### src/rtl/clz_skip_divider.sv
`default_nettype none
// ============================================================================
// Module   : clz_skip_divider
// Brief    : Iterative unsigned restoring divider that uses the operands'
//            leading-zero counts to skip iterations that cannot yield bits.
// Revision : 1.0 - initial release
// ============================================================================
module clz_skip_divider #(
  parameter int DIV_WIDTH = 32,
  parameter int CLZ_WIDTH = $clog2(DIV_WIDTH)
) (
  input  logic                 clk,
  input  logic                 rst,
  input  logic                 start,
  input  logic [DIV_WIDTH-1:0] dividend,
  input  logic [DIV_WIDTH-1:0] divisor,
  input  logic [CLZ_WIDTH-1:0] dividend_CLZ,
  input  logic [CLZ_WIDTH-1:0] divisor_CLZ,
  input  logic                 divisor_is_zero,
  output logic [DIV_WIDTH-1:0] quotient,
  output logic [DIV_WIDTH-1:0] remainder,
  output logic                 done
);

  typedef enum logic [0:0] {
    S_IDLE = 1'b0,
    S_RUN  = 1'b1
  } state_t;

  state_t               r_state;
  state_t               w_state_next;
  logic                 w_accept;
  logic                 w_trivial;
  logic [CLZ_WIDTH-1:0] w_shift;
  logic [DIV_WIDTH:0]   w_diff;

  logic [DIV_WIDTH-1:0] r_quot;
  logic [DIV_WIDTH-1:0] r_rem;
  logic [DIV_WIDTH-1:0] r_adiv;
  logic [CLZ_WIDTH-1:0] r_count;
  logic                 r_done;

  assign w_trivial = (divisor_CLZ < dividend_CLZ);
  assign w_shift   = divisor_CLZ - dividend_CLZ;
  // Extra top bit acts as the borrow: set means the trial subtraction failed.
  assign w_diff    = {1'b0, r_rem} - {1'b0, r_adiv};

  always_ff @(posedge clk) begin
    if (rst) begin
      r_state <= S_IDLE;
    end else begin
      r_state <= w_state_next;
    end
  end

  always_comb begin
    w_state_next = r_state;
    w_accept     = 1'b0;
    case (r_state)
      S_IDLE: begin
        if (start) begin
          w_accept = 1'b1;
          if (!divisor_is_zero && !w_trivial) begin
            w_state_next = S_RUN;
          end
        end
      end
      S_RUN: begin
        if (r_count == '0) begin
          w_state_next = S_IDLE;
        end
      end
      default: w_state_next = S_IDLE;
    endcase
  end

  always_ff @(posedge clk) begin
    if (rst) begin
      r_quot  <= '0;
      r_rem   <= '0;
      r_adiv  <= '0;
      r_count <= '0;
      r_done  <= 1'b0;
    end else begin
      r_done <= 1'b0;
      assert (!(start && r_state == S_RUN))
        else $warning("clz_skip_divider: start during RUN ignored");
      if (w_accept) begin
        r_rem <= dividend;
        if (divisor_is_zero) begin
          r_quot <= '1;
          r_done <= 1'b1;
        end else if (w_trivial) begin
          r_quot <= '0;
          r_done <= 1'b1;
        end else begin
          // shift <= divisor_CLZ, so no set bit of the divisor is lost.
          r_quot  <= '0;
          r_adiv  <= divisor << w_shift;
          r_count <= w_shift;
        end
      end else if (r_state == S_RUN) begin
        if (!w_diff[DIV_WIDTH]) begin
          r_rem <= w_diff[DIV_WIDTH-1:0];
        end
        r_quot <= {r_quot[DIV_WIDTH-2:0], ~w_diff[DIV_WIDTH]};
        r_adiv <= r_adiv >> 1;
        if (r_count == '0) begin
          r_done <= 1'b1;
        end else begin
          r_count <= r_count - 1'b1;
        end
      end
    end
  end

  assign quotient  = r_quot;
  assign remainder = r_rem;
  assign done      = r_done;

endmodule
`default_nettype wire
### config.mk
export PLATFORM = sky130hd
export DESIGN_NAME = clz_skip_divider
export DESIGN_NICKNAME = d
export VERILOG_FILES = /design/src/rtl/clz_skip_divider.sv
export SDC_FILE = /design/constraint.sdc
export NUM_CORES = 1
export LEC_CHECK = 0
export CAP_MARGIN = 20
export CORE_ASPECT_RATIO = 0.6
export CORE_MARGIN = 1.5
export CORE_UTILIZATION = 50
export DETAILED_ROUTE_END_ITERATION = 7
export GPL_TIMING_DRIVEN = 0
export PLACE_DENSITY = 0.76
export SYNTH_ARGS = -nofsm -noshare
export SYNTH_HDL_FRONTEND = slang
export SYNTH_SLANG_ARGS = --single-unit
### constraint.sdc
create_clock -name clk -period 4.8 [get_ports clk]
set_clock_uncertainty 0.2 [all_clocks]
set_input_delay 0.96 -clock clk [delete_from_list [all_inputs] [get_ports clk]]
set_output_delay 0.96 -clock clk [all_outputs]
set_load 0.01 [all_outputs]
==> impl_summary.txt <==
----------------------------------------------------
[Logic synthesis]
  EDFF count, synth ... 0
  Syn Nets ... about 1,200
  Synth Area in Compound Gates ... around 29%
  Cell area after synthesis ... approximately 8100 um2
  Basic-gate share of the synthesized area counting and, or, nand and nor cells ... 17.5%
  Sequential share of the synthesized area ... between 20% and 30%
  Post-synthesis mux area share ... about an eighth
  Number of different library cells in the post-synthesis netlist ... 71
  Top flip-flop cell by instance count after synthesis ... sky130_fd_sc_hd__dfxtp_1
  Mean area per synthesized cell ... between 7 and 8 um2
  Synth async-reset ratio ... 0%
  Post-synthesis cell count ... 1,067
  Largest family of logic cells by synthesized area ... compound AO/OA/AOI/OAI gates
  Yosys reg bits ... between 100 and 150
  Arithmetic-cell share of the synthesized area counting full adders, half adders and majority gates ... approximately 6.5%
  Synth Area in XOR/XNOR ... 2.56%
  Count of yosys warnings during synthesis ... 0

[Worst setup path]
  R2r worst-path depth ... 11
  Crit Reg-Reg Endpoint ... remainder[29]
  Startpoint of the worst-slack reg-to-reg timing path ... remainder[0]
  Worst Setup EP ... r_adiv[31]
  Cell type of the slowest stage on the worst timing path ... sky130_fd_sc_hd__clkbuf_1
  Cells traversed along the worst timing path ... clkdlybuf4s50_1 > ha_1 > inv_1 > fa_1 > buf_2 > buf_2 > clkbuf_1 > a21oi_1 > mux2i_1 > mux2i_1 > nand2_1 > a211o_1 > a21oi_1
  R2R setup slack ... about 1.3 ns
  Category of the worst setup path launch point ... input pin
  Max Fanout on Critical Path ... 10
  Critical path class ... input pin to register
  Data required time at the worst endpoint ... between 4 and 5 ns
  Worst setup path startpoint ... dividend_CLZ[0]
  Setup crit end kind ... register
  Endpoint arrival time on the critical path ... about 4.6 ns
  Delay contributed by the slowest stage of the critical path ... between 0.5 and 0.6 ns

[Clock network]
  Maximum clock path buffer count ... 2
  TritonCTS clock tree ... built
  Number of resized instances in the post-cts repair step ... 0
  CTS clk-pin slew, worst paths ... around 0.08 ns
  TritonCTS buffer count ... 9
  Number of sinks driven by the clock tree ... between 100 and 150
  H-tree lvl count ... 3
  CTS Root Buffer Type ... sky130_fd_sc_hd__clkbuf_16
  Source-to-sink clock delay at the later pin of the worst-skew pair ... around 0.36 ns
  Hold_buf cts ... 0
  Total setup buffers inserted after CTS ... 0

[Drt]
  Number of vias after detailed routing ... just under 9,000
  Pre-antenna DRT Iters ... 6
  DRC ... 0
  First DRT Iteration DRCs ... approximately 900
  Routed WL per cell ... 19.4 um
  Antenna-violating nets left ... 0
  Avg Vias per Cell ... ~6.2
  Routed wire length ... between 20,000 and 30,000 um

[Timing]
  Actual slew at the worst max-slew pin ... 0.929 ns
  Minimum setup slack in the final design ... roughly 0.24 ns
  Number of pins exceeding their max-slew limit in the final report ... 0
  Post-route minimum period ... between 4 and 5 ns
  Final setup violation count ... 0
  F_max ... about 220 MHz
  Hold violation total from the final report ... 0
  Setup Total Neg Slack ... 0 ns
  Slew HR ... 38.1%
  Final critical-path share of the clock period ... 94.9%
  Setup repair after global routing missed its margin ... no

[Global route]
  Initial antenna violation count ... 0
  Vias in the first global route ... between 7,000 and 8,000
  Global-route wire length before repair ... 43,000 um
  Pin count of the biggest net entering global routing ... 20
  Global-route usage over all layers ... between 30% and 40%
  Sum of overflow across all layers after global routing ... 0

[Placement]
  Area after detailed placement ... slightly below 10,000 um2
  Weighted congestion reported at the end of routability-driven placement ... 0.963
  DP Worst Slack ... between 0.09 and 0.1 ns
  Detailed-placement wirelength estimate ... ~22,000 um
  Quantity of I/O buffers inserted on ports ... 141

[Cells and area]
  Final #Nets ... 1,338
  Count of inserted antenna diode cells ... 0
  Share of final-layout standard cells stronger than drive strength 1 ... 6.62%
  Post-route cell area ... 10,100 um2
  Area Overhead vs Synth ... 24.1%
  Fill cell total of the finished layout ... roughly 1,400

[Floorplanning]
  Die Ht ... 102 um
  Initial core utilization ... 52.1%
  Area of the core ... 15,600 um2
  # IOs ... 143
  Die extent in x ... around 170 um
  DIE AREA ... 17,000 um2
  Count of standard-cell rows ... 35

[Pwr]
  Max IR drop VDD ... 0.000204 V
  Leakage dissipation ... a little under 4 nW
  Pwr/cell area ... 403 nW/um2

[Min path]
  Worst hold path startpoint ... r_adiv[23]
  Type of the most critical hold path ... register to register

[Run]
  Number of violations of the max-capacitance limit ... 0

[Run status]
  Outcome ... finished, final reports clean

----------------------------------------------------
-- report_power, final --
part | internal, mW | switching (mW) | total [mW]
Clock | 0.365 | 0.377 | 0.742
Sequential | 0.956 | 0.0970 | 1.05
Combinational | 0.963 | 1.30 | 2.26
-- per-layer routing --
layer	vias to the layer above	part of all wire, %	GRT usage (%)
li1	4178	-	-
met3	24	12	8.13
met4	0	0.79	4.57
met5	-	0	0
met2	493	38	44.5
met1	4109	49	50.0
-- state kept, by name, indices dropped and copies added (netlist names) --
signal     flops
quotient      32
r_adiv        32
remainder     32
r_count        5
done           1
r_state        1
-- layout make-up --
cell class	count	area (um2)	area share (%)
well taps	203	254	2.52
inverters	57	214	2.12
clock inverters	7	66.3	0.658
flip-flops and latches	103	2060	20.5
plain buffers	80	357	3.54
multi-input cells	827	5490	54.4
clock buffers	9	225	2.24
repair buffers	141	1410	14.0
-- worst min path at each step --
| stage | end | depth (start not counted) | slack (ns) |
|---|---|---|---|
| after floorplan | r_count[1] | 2 | 0.24 |
| after global placement | r_adiv[26] | 2 | 0.26 |
| after detailed placement | r_adiv[29] | 2 | 0.26 |
| after CTS | r_adiv[29] | 2 | 0.28 |
| after global routing | r_adiv[20] | 2 | 0.29 |
| final | r_adiv[23] | 2 | 0.28 |
-- metrics by stage --
| stage | util, % | power (mW) | std cells | hold WS (ns) |
|---|---|---|---|---|
| 2_1_floorplan | - | 2.61 | 1067 | 0.241 |
| 3_3_place_gp | 62.8 | 3.25 | 1411 | 0.257 |
| 3_5_place_dp | 62.8 | 3.26 | 1411 | 0.264 |
| 4_1_cts | 64.6 | 4.00 | 1427 | 0.275 |
| 5_1_grt | 64.6 | 4.30 | 1427 | 0.292 |
| 6_report | 64.6 | 4.06 | 1427 | 0.280 |
-- cell families (layout without fill, tap and decap cells) --
group,Yosys count,count (layout)
AND/OR/NAND/NOR,325,325
XOR/XNOR,22,22
AO/OA/AOI/OAI,354,354
multiplexers,85,85
flip-flops,103,103
buffers and inverters,137,294
adder cells (fa/ha/maj),41,41
-- Yosys cell counts, drive strengths merged (6+ instances only) --
cell	number	area share (%)
dfxtp	103	25
nor2b	9	0.79
a21oi	129	8.1
nand4	6	0.46
a31oi	16	1.3
a311oi	9	0.97
a211o	7	0.76
a21boi	8	0.79
nor2	112	5.2
a22oi	14	1.3
a311o	7	0.86
mux4	12	3.3
xnor2	15	1.6
nand2	126	5.8
a21o	11	1.0
nor4	9	0.77
o211ai	14	1.3
a211oi	47	4.5
mux2i	68	8.4
o21a	6	0.55
ha	39	6.0
nand3	19	1.2
o21ai	56	3.5
nor3	13	0.80
buf	33	2.2
or3	6	0.46
inv	56	2.6
clkbuf	47	2.2
and3	8	0.62
xor2	7	0.94
-- critical path, delay by kind of cell --
kind / cells / cell delay [ns]
AO/OA/AOI/OAI: 3 / 0.49
adder cells (fa/ha/maj): 2 / 0.63
buffers and inverters: 5 / 1.58
multiplexers: 2 / 0.77
AND/OR/NAND/NOR: 1 / 0.15
-- cell usage in the layout, fill, tap and decap left out, types with 6 or more instances in the layout --
cell                                n
sky130_fd_sc_hd__ha_1              39
sky130_fd_sc_hd__a22oi_1           14
sky130_fd_sc_hd__and3_1             8
sky130_fd_sc_hd__o21ai_1           15
sky130_fd_sc_hd__a21o_1            11
sky130_fd_sc_hd__or3_1              6
sky130_fd_sc_hd__nand4_1            6
sky130_fd_sc_hd__clkbuf_16          9
sky130_fd_sc_hd__mux2i_1           68
sky130_fd_sc_hd__o21a_1             6
sky130_fd_sc_hd__a311o_1            7
sky130_fd_sc_hd__o211ai_1          14
sky130_fd_sc_hd__nor4_1             8
sky130_fd_sc_hd__a211oi_1          46
sky130_fd_sc_hd__nor2b_1            8
sky130_fd_sc_hd__clkdlybuf4s50_1  141
sky130_fd_sc_hd__mux4_2            12
sky130_fd_sc_hd__buf_2             21
sky130_fd_sc_hd__nand3_1           19
sky130_fd_sc_hd__xnor2_1           15
sky130_fd_sc_hd__nor2_1           112
sky130_fd_sc_hd__a31oi_1           15
sky130_fd_sc_hd__a21oi_1          126
sky130_fd_sc_hd__dfxtp_1          103
sky130_fd_sc_hd__o21ai_0           40
sky130_fd_sc_hd__nor3_1            13
sky130_fd_sc_hd__clkbuf_1          47
sky130_fd_sc_hd__a311oi_1           9
sky130_fd_sc_hd__a21boi_0           7
sky130_fd_sc_hd__nand2_1          126
sky130_fd_sc_hd__inv_1             56
sky130_fd_sc_hd__a211o_1            7
sky130_fd_sc_hd__buf_4              6
Power figures use the tool's default switching activity.
